File: config.mk
export PLATFORM = sky130hd
export DESIGN_NAME = ram_rd_check_flat
export DESIGN_NICKNAME = d
export VERILOG_FILES = /design/src/rtl/ram_rd_check_if.sv /design/src/rtl/ram_rd_check.sv /design/src/flat_wrapper.sv
export SDC_FILE = /design/constraint.sdc
export NUM_CORES = 1
export LEC_CHECK = 0
export ABC_CLOCK_PERIOD_IN_PS = 2420
export CELL_PAD_IN_SITES_DETAIL_PLACEMENT = 1
export CELL_PAD_IN_SITES_GLOBAL_PLACEMENT = 1
export CORE_AREA = 5 5 66 68
export CTS_BUF_LIST = sky130_fd_sc_hd__clkbuf_8
export DETAILED_ROUTE_END_ITERATION = 10
export DIE_AREA = 0 0 71 73
export PLACE_DENSITY = 0.87
export SETUP_SLACK_MARGIN = 0.15
export SLEW_MARGIN = 20
export SYNTH_ARGS = -nofsm -noshare
export SYNTH_HDL_FRONTEND = slang
export SYNTH_SLANG_ARGS = --single-unit
File: constraint.sdc
create_clock -name clk -period 2.42 [get_ports clk]
set_clock_uncertainty 0.05 [all_clocks]
set_input_delay 0.726 -clock clk [delete_from_list [all_inputs] [get_ports clk]]
set_output_delay 0.726 -clock clk [all_outputs]
set_load 0.05 [all_outputs]
File: src/rtl/ram_rd_check_if.sv
// ram_rd_check_if
//   Bundles the read-sweep checker's start/status handshake and its RAM read
//   port into one interface.
//
//   Signals:
//     start          1       pulse that begins a sweep when the checker is idle
//     ram_rd_en      1       RAM read enable
//     ram_rd_addr    ADDR_W  RAM read address
//     ram_rd_data    DATA_W  RAM read data, RD_LAT clocks after the request
//     busy           1       sweep in progress
//     done           1       one-cycle pulse at sweep end
//     err_flag       1       sticky mismatch flag for the current/last sweep
//     err_cnt        8       saturating mismatch count
//     first_err_addr ADDR_W  (ERR_CAPTURE_EN only) address of first mismatch
//     first_err_data DATA_W  (ERR_CAPTURE_EN only) data of first mismatch
//
//   Modports:
//     master  the checker (drives the RAM read request and status)
//     slave   the environment (drives start and the RAM read data)
//
//   Optional feature macro: ERR_CAPTURE_EN
interface ram_rd_check_if #(
    parameter int ADDR_W = 5,
    parameter int DATA_W = 8
);
    logic              start;
    logic              ram_rd_en;
    logic [ADDR_W-1:0] ram_rd_addr;
    logic [DATA_W-1:0] ram_rd_data;
    logic              busy;
    logic              done;
    logic              err_flag;
    logic [7:0]        err_cnt;
`ifdef ERR_CAPTURE_EN
    logic [ADDR_W-1:0] first_err_addr;
    logic [DATA_W-1:0] first_err_data;

    modport master (
        input  start, ram_rd_data,
        output ram_rd_en, ram_rd_addr, busy, done, err_flag, err_cnt,
        output first_err_addr, first_err_data
    );
    modport slave (
        output start, ram_rd_data,
        input  ram_rd_en, ram_rd_addr, busy, done, err_flag, err_cnt,
        input  first_err_addr, first_err_data
    );
`else
    modport master (
        input  start, ram_rd_data,
        output ram_rd_en, ram_rd_addr, busy, done, err_flag, err_cnt
    );
    modport slave (
        output start, ram_rd_data,
        input  ram_rd_en, ram_rd_addr, busy, done, err_flag, err_cnt
    );
`endif
endinterface

File: src/rtl/ram_rd_check.sv
// ram_rd_check
//   Read-side checker for the 2-port RAM. A start pulse sweeps every address
//   0..DEPTH-1 on the read port (one per clock), lines the returned data up
//   with the RAM read latency and compares word k against k + DATA_OFS
//   (modulo 2^DATA_W). Reports a done pulse, a sticky error flag and a
//   saturating mismatch count.
//
//   Ports:
//     clk   system clock
//     rst   asynchronous, active-high reset
//     bus   ram_rd_check_if.master: start, ram_rd_en, ram_rd_addr,
//           ram_rd_data, busy, done, err_flag, err_cnt
//           (+ first_err_addr, first_err_data with ERR_CAPTURE_EN)
//
//   Optional feature macro: ERR_CAPTURE_EN -- latches the address and data of
//   the first mismatch in each sweep.
//
//   Timing: start sampled on edge E0 issues addresses 0..DEPTH-1 in the cycles
//   after E0..E(DEPTH-1); done is high in the cycle after E(DEPTH+RD_LAT), by
//   which time the last word has been compared.
module ram_rd_check #(
    parameter int ADDR_W   = 5,
    parameter int DATA_W   = 8,
    parameter int DEPTH    = 32,
    parameter int RD_LAT   = 1,
    parameter int DATA_OFS = 0
) (
    input  logic           clk,
    input  logic           rst,
    ram_rd_check_if.master bus
);

    typedef enum logic [1:0] {IDLE, READ, DRAIN, FIN} state_t;

    localparam int                LAT_W     = 2;
    // Explicit terminal address so DEPTH = 2^ADDR_W never depends on wrap.
    localparam logic [ADDR_W-1:0] LAST_ADDR = ADDR_W'(DEPTH - 1);
    localparam logic [LAT_W-1:0]  LAT_LAST  = LAT_W'(RD_LAT - 1);

    state_t            state;
    logic [LAT_W-1:0]  lat_cnt;
    logic              rd_en;
    logic [ADDR_W-1:0] rd_addr;
    logic              busy;
    logic              done;
    logic              err_flag;
    logic [7:0]        err_cnt;

    // Latency pipe: valid is control (reset), the address rides along as data.
    logic [RD_LAT-1:0] vld_p;
    logic [ADDR_W-1:0] addr_p [RD_LAT];

    logic              mismatch;

`ifdef ERR_CAPTURE_EN
    logic [ADDR_W-1:0] first_err_addr;
    logic [DATA_W-1:0] first_err_data;
`endif

    function automatic logic [DATA_W-1:0] exp_word(input logic [ADDR_W-1:0] a);
        return DATA_W'(32'(a) + 32'(DATA_OFS));
    endfunction

    function automatic logic [7:0] sat_inc(input logic [7:0] c);
        return (c == 8'hFF) ? c : c + 8'd1;
    endfunction

    assign mismatch = vld_p[RD_LAT-1] &&
                      (bus.ram_rd_data != exp_word(addr_p[RD_LAT-1]));

    // Stage: address pipe, aligned with the RAM read latency
    always_ff @(posedge clk) begin
        addr_p[0] <= rd_addr;
        for (int i = 1; i < RD_LAT; i++) begin
            addr_p[i] <= addr_p[i-1];
        end
    end

    // Stage: sweep FSM, valid pipe and compare result
    always_ff @(posedge clk or posedge rst) begin
        if (rst) begin
            state    <= IDLE;
            lat_cnt  <= '0;
            rd_en    <= 1'b0;
            rd_addr  <= '0;
            busy     <= 1'b0;
            done     <= 1'b0;
            err_flag <= 1'b0;
            err_cnt  <= '0;
            vld_p    <= '0;
`ifdef ERR_CAPTURE_EN
            first_err_addr <= '0;
            first_err_data <= '0;
`endif
        end else begin
            vld_p[0] <= rd_en;
            for (int i = 1; i < RD_LAT; i++) begin
                vld_p[i] <= vld_p[i-1];
            end

            if (mismatch) begin
                err_flag <= 1'b1;
                err_cnt  <= sat_inc(err_cnt);
`ifdef ERR_CAPTURE_EN
                // err_flag is still clear only for the first mismatch of a sweep
                if (!err_flag) begin
                    first_err_addr <= addr_p[RD_LAT-1];
                    first_err_data <= bus.ram_rd_data;
                end
`endif
            end

            done <= 1'b0;

            case (state)
                IDLE: begin
                    if (bus.start) begin
                        state    <= READ;
                        rd_en    <= 1'b1;
                        rd_addr  <= '0;
                        busy     <= 1'b1;
                        vld_p    <= '0;
                        err_flag <= 1'b0;
                        err_cnt  <= '0;
`ifdef ERR_CAPTURE_EN
                        first_err_addr <= '0;
                        first_err_data <= '0;
`endif
                    end
                end
                READ: begin
                    if (rd_addr == LAST_ADDR) begin
                        state   <= DRAIN;
                        rd_en   <= 1'b0;
                        rd_addr <= '0;
                        lat_cnt <= '0;
                    end else begin
                        rd_addr <= rd_addr + ADDR_W'(1);
                    end
                end
                DRAIN: begin
                    // Wait until the last request has left the latency pipe.
                    if (lat_cnt == LAT_LAST) begin
                        state <= FIN;
                        done  <= 1'b1;
                        busy  <= 1'b0;
                    end else begin
                        lat_cnt <= lat_cnt + LAT_W'(1);
                    end
                end
                FIN: begin
                    state <= IDLE;
                end
                default: begin
                    state <= IDLE;
                end
            endcase
        end
    end

    assign bus.ram_rd_en   = rd_en;
    assign bus.ram_rd_addr = rd_addr;
    assign bus.busy        = busy;
    assign bus.done        = done;
    assign bus.err_flag    = err_flag;
    assign bus.err_cnt     = err_cnt;
`ifdef ERR_CAPTURE_EN
    assign bus.first_err_addr = first_err_addr;
    assign bus.first_err_data = first_err_data;
`endif

endmodule

File: src/flat_wrapper.sv
// flat-port wrapper written by rule: the top's interface ports become plain ports
module ram_rd_check_flat 
#(
    parameter int ADDR_W   = 5,
    parameter int DATA_W   = 8,
    parameter int DEPTH    = 32,
    parameter int RD_LAT   = 1,
    parameter int DATA_OFS = 0
)
  (clk, rst, bus_start, bus_ram_rd_data, bus_ram_rd_en, bus_ram_rd_addr, bus_busy, bus_done, bus_err_flag, bus_err_cnt);
  ram_rd_check_if #(.ADDR_W(ADDR_W), .DATA_W(DATA_W)) bus_i ();
  input  logic clk;
  input  logic rst;
  input wire logic [$bits(bus_i.start)-1:0] bus_start;
  input wire logic [$bits(bus_i.ram_rd_data)-1:0] bus_ram_rd_data;
  output wire logic [$bits(bus_i.ram_rd_en)-1:0] bus_ram_rd_en;
  output wire logic [$bits(bus_i.ram_rd_addr)-1:0] bus_ram_rd_addr;
  output wire logic [$bits(bus_i.busy)-1:0] bus_busy;
  output wire logic [$bits(bus_i.done)-1:0] bus_done;
  output wire logic [$bits(bus_i.err_flag)-1:0] bus_err_flag;
  output wire logic [$bits(bus_i.err_cnt)-1:0] bus_err_cnt;
  assign bus_i.start = bus_start;
  assign bus_i.ram_rd_data = bus_ram_rd_data;
  assign bus_ram_rd_en = bus_i.ram_rd_en;
  assign bus_ram_rd_addr = bus_i.ram_rd_addr;
  assign bus_busy = bus_i.busy;
  assign bus_done = bus_i.done;
  assign bus_err_flag = bus_i.err_flag;
  assign bus_err_cnt = bus_i.err_cnt;
  ram_rd_check #(.ADDR_W(ADDR_W), .DATA_W(DATA_W), .DEPTH(DEPTH), .RD_LAT(RD_LAT), .DATA_OFS(DATA_OFS)) u_core (.clk(clk), .rst(rst), .bus(bus_i));
endmodule
Yosys cells after proc, flatten, opt, wreduce, memory -nomap -nowiden

Memories as Yosys holds them, arrays and structs flattened.
Index checks and enable logic that the tools add are counted.

Output and inout bits: 17
Bits in writable memories: 5
Input port bits: 11
Memories kept: 1
Flip-flop bits (word level): 22

Equal/unequal tests: 10
Reduce and logical (&&, ||, !) cells: 11
$add $sub $neg: 3
Multiplexer cells: 26

Memories:

| name          | words | width | rd ports | clocked after Yosys merged registers in | write ports | RTL line           | RTL |
|---|---|---|---|---|---|---|---|
| u_core.addr_p | 1     | 5     | 1        | 0                                       | 1           | ram_rd_check.sv:51 | `logic [ADDR_W-1:0] addr_p [RD_LAT];` |

Operators by type and width:

| kind                                                                     | number |
|---|---|
| 8-bit 2-to-1 mux                                                         | 4 |
| 3-bit AND reduction                                                      | 4 |
| 1-bit 2-to-1 mux                                                         | 10 |
| 2-bit 2-to-1 mux                                                         | 5 |
| 5-bit 2-to-1 mux                                                         | 2 |
| 5-bit one-hot mux with 2 select lines                                    | 1 |
| 8-bit by 1-bit adder with 8-bit output (second input constant)           | 1 |
| 8-bit equality test (second input constant)                              | 1 |
| 8-bit by 5-bit inequality test with 1-bit output                         | 1 |
| 2-bit one-hot mux with 4 select lines                                    | 1 |
| 2-bit nonzero test                                                       | 3 |
| 5-bit by 1-bit adder with 5-bit output (second input constant)           | 1 |
| 5-bit equality test (second input constant)                              | 1 |
| 2-bit equality test (second input constant)                              | 2 |
| 2-bit logical NOT                                                        | 2 |
| 2-bit by 1-bit inequality test with 1-bit output (second input constant) | 2 |
| 2-bit inequality test (second input constant)                            | 2 |
| 1-bit one-hot mux with 2 select lines                                    | 2 |
| 2-bit one-hot mux with 2 select lines                                    | 1 |
| 2-bit by 1-bit adder with 2-bit output (second input constant)           | 1 |
| 2-bit by 1-bit equality test with 1-bit output (second input constant)   | 1 |
| 2-bit AND reduction                                                      | 1 |
| 1-bit logical AND                                                        | 1 |

Longest topological paths before layout

Gate-level depths: netlist of the first run.

Depth after elaboration: 5
Depth in mapped cells: 8
Gate-level depth less buffers: 7

Least setup slack after synthesis of the first run

No wires, ideal clock.

Path type: reg2reg
From: reg u_core.rd_addr[0], in the netlist u_core.bus.ram_rd_addr[0]
To: reg u_core.state[1]
Library setup time: 125 ps
Arrival time: 1937 ps
Buffers on the path: 1
Data required time: 2245 ps
Clock period less this slack: 2112 ps
Cell stages (with the launch flop): 8
Slack: 308 ps
Cell sequence: dfrtp_1 ha_1 and3_1 ha_1 nor2b_1 clkbuf_1 nor2_1 mux2_2

Longest elaborated chain between the ends: 3

Ends and longest elaborated chain:

| what                                                       | RTL line            | RTL |
|---|---|---|
| start, declared                                            | ram_rd_check.sv:43  | `logic [ADDR_W-1:0] rd_addr;` |
| start signal, assigned                                     | ram_rd_check.sv:138 | `rd_addr <= rd_addr + ADDR_W'(1);` |
| 5-bit equality test                                        | ram_rd_check.sv:132 | `if (rd_addr == LAST_ADDR) begin` |
| 2-bit by 1-bit inequality test with 1-bit output (no line) | -                   |  |
| 3-bit AND reduction (no line)                              | -                   |  |
| end signal, assigned                                       | ram_rd_check.sv:133 | `state <= DRAIN;` |
| end signal, assigned                                       | ram_rd_check.sv:144 | `state <= FIN;` |
| end signal, assigned                                       | ram_rd_check.sv:152 | `state <= IDLE;` |
| end, declared                                              | ram_rd_check.sv:40  | `state_t state;` |

Every way passes these cells.
A chain may end at the register's enable or synchronous reset.

Worst setup path after layout of the first run

From: reg u_core.err_flag, in the netlist u_core.bus.err_flag
To: out bus_err_flag

RTL lines:

| what                   | RTL line            | RTL |
|---|---|---|
| start, declared        | ram_rd_check.sv:46  | `logic err_flag;` |
| start signal, assigned | ram_rd_check.sv:88  | `err_flag <= 1'b0;` |
| start signal, assigned | ram_rd_check.sv:102 | `err_flag <= 1'b1;` |
| start signal, assigned | ram_rd_check.sv:123 | `err_flag <= 1'b0;` |
| end, declared          | flat_wrapper.sv:20  | `output wire logic [$bits(bus_i.err_flag)-1:0] bus_err_flag;` |

No word-level cell between the ends.

==> results.yml, run 1 <==
timing:
  rsz0062_at_grt: "false"
  slew_viol_final: 0
  max_slew_margin_pct: 55.7
  period_minus_slack_ns: 2.20
  fin_crit_sh_pct: 91.0
  hold_viol: 0
  finalSetupTns_ns: 0
  tightest_slew_ns: 0.658
  fmax_mhz: 454
  whs_ns: 0.407
  setup_viol: 0
critical_path:
  cp_data_required_time_ns: 1.64
  cp-end-kind: "output port"
  criticalPathCategory: "reg -> out"
  critical-path-max-stage-delay_ns: 0.80
  worst_path_max_delay_cell: "clkdlybuf4s50_1"
  critical_path_buf_inv_count: 1
  cp-start-kind: "flip-flop"
  crit_family: "buffers and inverters"
  crit_fanout: 2
  cp_cell_sequence: "clkdlybuf4s50_1"
  cp_data_arrival_time_ns: 1.43
place:
  dp_hpwl_mm: 2.72
  portBuffers: 27
  place.gp.congestion: 0.812
floorplanning:
  chipWidth_um: 71
  core-area_um2: 3800
  fp.dieH_um: 73
  start_util_pct: 37.7
  top_level_ports: 28
  num_rows: 23
  dieArea_um2: 5180
yosys:
  yosysWarnings: 0
  synth_edf_count: 0
  avgSynthCellArea_um2: 10.0
  synthesis.nets: 161
  synthArstFlopShare_pct: 81.5
  syn_inst: 143
  synth_ff_type: "dfrtp_1"
  synth.distinct_cells: 36
  synth-seq-area-share_pct: 45.5
  ys_ff_latch: 27
  synth_area_um2: 1430
clocking:
  htreeDepth: 1
  post_cts_buffers: 0
  clock_latency_ns: 0.27
  cts_buffer_depth: 2
  cts-hold-fix-buffers: 0
  cts_root_buf: "clkbuf_8"
  clock-sinks: 27
  cts_tree: "built"
  clkTransAtPathRegs_ns: 0.09
  cts-buffers-inserted: 3
drt:
  drt-initial-drc-count: 63
  drt-total-wl_mm: 3.42
  dr.pass1.iters: 4
  ant_nets: 0
  drc: 0
  avgRoutedWirePerCell_um: 15.2
  dr_total_vias: 1183
  vias_per_cell: 5.26
finish:
  diodes: 0
  layout_common_cells: "dfrtp_1, nand2_1, clkdlybuf4s50_1, dlygate4sd2_1, inv_1"
  drive_above_1_share_pct: 11.4
  utilization_pct: 47.8
  final_common_cell: "dfrtp_1"
  area_delta_synth_final_pct: 26.8
  fin_nets: 194
power_and_ir_drop:
  irDropWorstVdd_mv: 0.508
  p_per_area_nw_per_um2: 1110
  cellLeakagePower_nw: 0.836
global_route:
  grt_usage_pct: 13.7
  grt-ovfl-total: 0
  antenna_found_initial: 0
  grt_first_pass_wirelength_mm: 5.70
  grt_max_degree: 23
  grt_pass1_vias: 1266
min_path:
  min_path_type: "reg -> reg"
outcome:
  status: "complete, no violations"
job:
  drv_cap: 0
area by class of cell:
| cell class | count | area [um^2] |
|---|---|---|
| flip-flops and latches | 27 | 651 |
| clock buffers | 3 | 41.3 |
| well taps | 50 | 62.6 |
| inverters | 11 | 41.3 |
| repair buffers | 32 | 290 |
| fillers | 449 | 1980 |
| multi-input cells | 101 | 724 |
| clock inverters | 1 | 5.00 |
cells by family (layout without fill, tap and decap cells):
family                   count (synthesis)  in the layout  synth area share [%]
adder cells (fa/ha/maj)                  7              7                  6.12
XOR/XNOR                                 5              5                  3.06
AND/OR/NAND/NOR                         46             46                  17.8
flip-flops                              27             27                  45.5
AO/OA/AOI/OAI                           32             32                  15.7
multiplexers                            11             11                  7.87
buffers and inverters                   15             47                  3.93
final timing paths:
check / startpoint / endpoint / slack, ns / cells past startpoint
max: u_core.bus.err_flag$_DFF_PP0_ / bus_err_flag / 0.22 / 1
min: u_core.bus.ram_rd_addr[1]$_DFFE_PP0P_ / u_core.addr_p[0][1]$_DFF_P_ / 0.41 / 0
min in group asynchronous: rst / u_core.bus.ram_rd_addr[3]$_DFFE_PP0P_ / 0.74 / 3
max reg2reg: u_core.bus.ram_rd_addr[0]$_DFFE_PP0P_ / u_core.bus.ram_rd_addr[3]$_DFFE_PP0P_ / 0.39 / 8
max in group asynchronous: rst / u_core.bus.ram_rd_addr[4]$_DFFE_PP0P_ / 1.35 / 3
min reg2reg: u_core.bus.ram_rd_addr[1]$_DFFE_PP0P_ / u_core.addr_p[0][1]$_DFF_P_ / 0.41 / 0
cells in the mapped netlist, types with 4 or more instances:
| cell | instances | share of area [%] |
|---|---|---|
| mux2i_1 | 9 | 6.3 |
| nand2b_1 | 7 | 3.1 |
| ha_1 | 7 | 6.1 |
| nand2_1 | 18 | 4.7 |
| xor2_1 | 5 | 3.1 |
| dfxtp_1 | 5 | 7.0 |
| clkbuf_1 | 4 | 1.0 |
| nand3_1 | 6 | 2.1 |
| a21oi_1 | 5 | 1.7 |
| a211oi_1 | 4 | 2.1 |
| inv_1 | 11 | 2.9 |
| dfrtp_1 | 22 | 38 |
| o21ai_0 | 10 | 3.5 |
registers in the layout (all words and copies together) (netlist names):
signal,count
u_core.bus.err_cnt,8
u_core.addr_p,5
u_core.bus.ram_rd_addr,5
u_core.lat_cnt,2
u_core.state,2
u_core.bus.busy,1
u_core.bus.done,1
u_core.bus.err_flag,1
u_core.bus.ram_rd_en,1
u_core.vld_p,1
through the flow:
step | total power (W) | area, um^2 | worst slack [ns] | instances
after floorplan | 0.00146 | 1430 | 0.308 | 143
after global placement | 0.00176 | 1780 | 0.0310 | 221
after detailed placement | 0.00183 | 1780 | -0.0161 | 221
after CTS | 0.00205 | 1810 | 0.169 | 225
after global routing | 0.00216 | 1820 | 0.169 | 225
final | 0.00202 | 1820 | 0.218 | 225
repair_timing:
action	in CTS	in global routing
endpoints found under the setup margin	12	1
endpoints found under the hold margin	0	0
gates resized for setup	12	1
where the power goes:
part / switching [W] / total [W] / internal, W
clock network: 0.000139 / 0.000254 / 0.000115
logic: 0.000677 / 0.00104 / 0.000367
registers: 0.000135 / 0.000721 / 0.000586
total: 0.000951 / 0.00202 / 0.00107
per-layer routing:
layer	global-route usage [%]	up-vias	part of all wire (%)
met3	2.34	4	3.2
met4	4.59	0	0.50
met5	0	-	0
met2	26.8	21	56
li1	-	566	-
met1	14.8	592	40
Note: power is estimated with default switching activity, not from simulation.
==> run 2: changes to the inputs <==
- CTS_CLUSTER_DIAMETER: default -> 60
==> results of run 2 <==
Same layout as run 1: the final DEF is identical, and so are final timing and power.
==> run 3: changes to the inputs <==
- ABC_CLOCK_PERIOD_IN_PS: 2420 -> 2000
- CORE_AREA: 5 5 66 68 -> 5 5 69 71
- DIE_AREA: 0 0 71 73 -> 0 0 74 76
- PLACE_DENSITY: 0.87 -> 0.83
- clock period: 2.42 -> 2 ns (I/O delays scaled with it)
==> run 3 against run 2 <==
  * Largest power group unchanged
  * Sequential share of layout area shrank 3.4 points
  * Design area rose by 11%
  * Non-clock buffer count is 8 higher
  * Via count is 3.5% higher
  * Highest routed layer unchanged
  * Cell count grew 4.9%
  * Routed wire length rose by 18%
  * Register-to-register slack worse by 0.13 ns
  * Core utilization increased by 0.56 points
  * Sequential cell count stayed put
==> results.yml, run 3 (synthesis results as in run 1) <==
outcome:
  status: "complete, no violations"
timing:
  setup_viol: 0
  rsz0062_at_grt: "false"
  max_slew_margin_pct: 75.0
  tightest_slew_ns: 0.371
  fin_crit_sh_pct: 89.6
  fmax_mhz: 558
  slew_viol_final: 0
  period_minus_slack_ns: 1.79
  hold_viol: 0
power_and_ir_drop:
  clockPowerShare_pct: 11.5
  swShare_pct: 47.0
  p_comb_share_pct: 56.0
  p_int_w: 0.00146
  switching_power_w: 0.00129
  cellLeakagePower_nw: 0.889
  irDropWorstVdd_mv: 0.672
  p_per_area_nw_per_um2: 1360
  p_total_w: 0.00275
  power_frac_seq_pct: 32.5
drt:
  drt-total-wl_mm: 4.04
  dr.pass1.iters: 4
  vias_per_cell: 5.19
  drc: 0
  dr_total_vias: 1224
  avgRoutedWirePerCell_um: 17.1
  drt-initial-drc-count: 42
  ant_nets: 0
critical_path:
  criticalPathCategory: "in -> reg"
  cp_cell_sequence: "clkdlybuf4s50_1 > nand2b_1 > o21ai_0 > nor2_1 > mux2_2"
  cp_data_required_time_ns: 2.12
  worst_path_max_delay_cell: "clkdlybuf4s50_1"
  critical-path-max-stage-delay_ns: 0.47
  startpoint: "bus_start"
  cp_data_arrival_time_ns: 1.91
  cp-end-kind: "flip-flop"
  crit_fanout: 3
  crit-reg2reg-launch: "u_core.bus.ram_rd_addr[0]$_DFFE_PP0P_"
  cp-start-kind: "primary input"
finish:
  largest_register_ffs: 8
  layout_common_cells: "buf_4, dfrtp_1, nand2_1, inv_1, mux2i_1"
  fin_area_um2: 2020
  drive_above_1_share_pct: 35.9
  final_common_cell: "buf_4"
  fin_nets: 203
  area_delta_synth_final_pct: 41.0
  regMostFlops: "u_core.bus.err_cnt"
  diodes: 0
global_route:
  grt_usage_pct: 15.5
  grt_first_pass_wirelength_mm: 6.84
  grt-ovfl-total: 0
  grt_max_degree: 23
  antenna_found_initial: 0
  grt_pass1_vias: 1397
floorplanning:
  start_util_pct: 34.3
  top_level_ports: 28
  num_rows: 24
  chipWidth_um: 74
  core-area_um2: 4170
  dieArea_um2: 5620
  fp.dieH_um: 76
clocking:
  cts-buffers-inserted: 3
  clock-sinks: 27
  clkTransAtPathRegs_ns: 0.09
  clock_latency_ns: 0.27
  cts_root_buf: "clkbuf_8"
  cts_tree: "built"
  htreeDepth: 1
  cts_buffer_depth: 2
min_path:
  min_path_type: "reg -> reg"
  hold_path_startpoint: "u_core.bus.err_flag$_DFF_PP0_"
place:
  place.gp.congestion: 0.856
  place_area_um2: 1830
  dp_hpwl_mm: 2.91
  portBuffers: 27
job:
  drv_cap: 0
## run 3: cell count changes in the layout (fill, tap and decap cells not counted), moves of 4 or more
cell / delta
xor2_1: -5
a211oi_1: -4
dfrtp_2: +4
a211oi_2: +4
dfrtp_1: -4
buf_4: +19
dlygate4sd2_1: -6
clkdlybuf4s50_1: -10
xor2_2: +5
## run 3: power groups by stage
stage | clock network, W | logic [W] | registers, W
6_report | 0.000316 | 0.00154 | 0.000894
3_3_place_gp | 0 | 0.00134 | 0.000882
2_1_floorplan | 0 | 0.000576 | 0.00121
3_5_place_dp | 0 | 0.00141 | 0.000904
4_1_cts | 0.000327 | 0.00150 | 0.000880
5_1_grt | 0.000352 | 0.00166 | 0.000917
## run 3: layout make-up
cell class              instances  area, um^2
clock buffers                   3        41.3
clock inverters                 1        5.00
fillers                       456        2160
inverters                      11        41.3
multi-input cells             102         846
flip-flops and latches         27         656
well taps                      52        65.1
repair buffers                 40         364
## run 3: path summary, 6_finish.rpt
path                                                    to  slack [ns]  cells past startpoint
min in group asynchronous      u_core.state[0]$_DFFE_PP0P_        0.61                      3
setup / recovery               u_core.state[1]$_DFFE_PP0P_        0.21                      5
max in group asynchronous  u_core.bus.err_cnt[0]$_DFF_PP0_        1.03                      3
setup reg to reg             u_core.lat_cnt[1]$_DFFE_PP0P_        0.26                      8
hold reg to reg              u_core.bus.err_flag$_DFF_PP0_        0.45                      1
hold / removal               u_core.bus.err_flag$_DFF_PP0_        0.45                      1
## run 3: worst max-delay path, delay by kind of cell
| kind | cells | cell delay, ns |
|---|---|---|
| buffers and inverters | 1 | 0.47 |
| AO/OA/AOI/OAI | 1 | 0.14 |
| multiplexers | 1 | 0.35 |
| AND/OR/NAND/NOR | 2 | 0.35 |
## run 3: stage by stage
step	setup TNS, ns	hold slack (ns)	setup WS, ns	cells	utilization [%]
floorplan	0	0.421	0.0957	143	-
global placement	-1.59	0.376	-0.235	228	43.8
detailed placement	-2.60	0.380	-0.333	228	43.8
CTS	0	0.444	0.166	235	47.2
global route	0	0.467	0.166	236	48.4
finish	0	0.449	0.209	236	48.4
## run 3: repair_timing
action                                  4_1_cts  5_1_grt
endpoints found under the hold margin         0        0
endpoints found under the setup margin       14       11
gates cloned                                  1        1
hold buffers                                  0        0
pin swaps                                     8        5
resized for setup                            24       11
buffers inserted                              2        0
## run 3: routing by layer
layer / global-route usage [%] / routed length [um] / vias up
li1: - / - / 582
met1: 17.6 / 1590 / 608
met2: 28.5 / 2260 / 27
met3: 1.98 / 134 / 7
met4: 5.43 / 56 / 0
met5: 0 / 0 / -
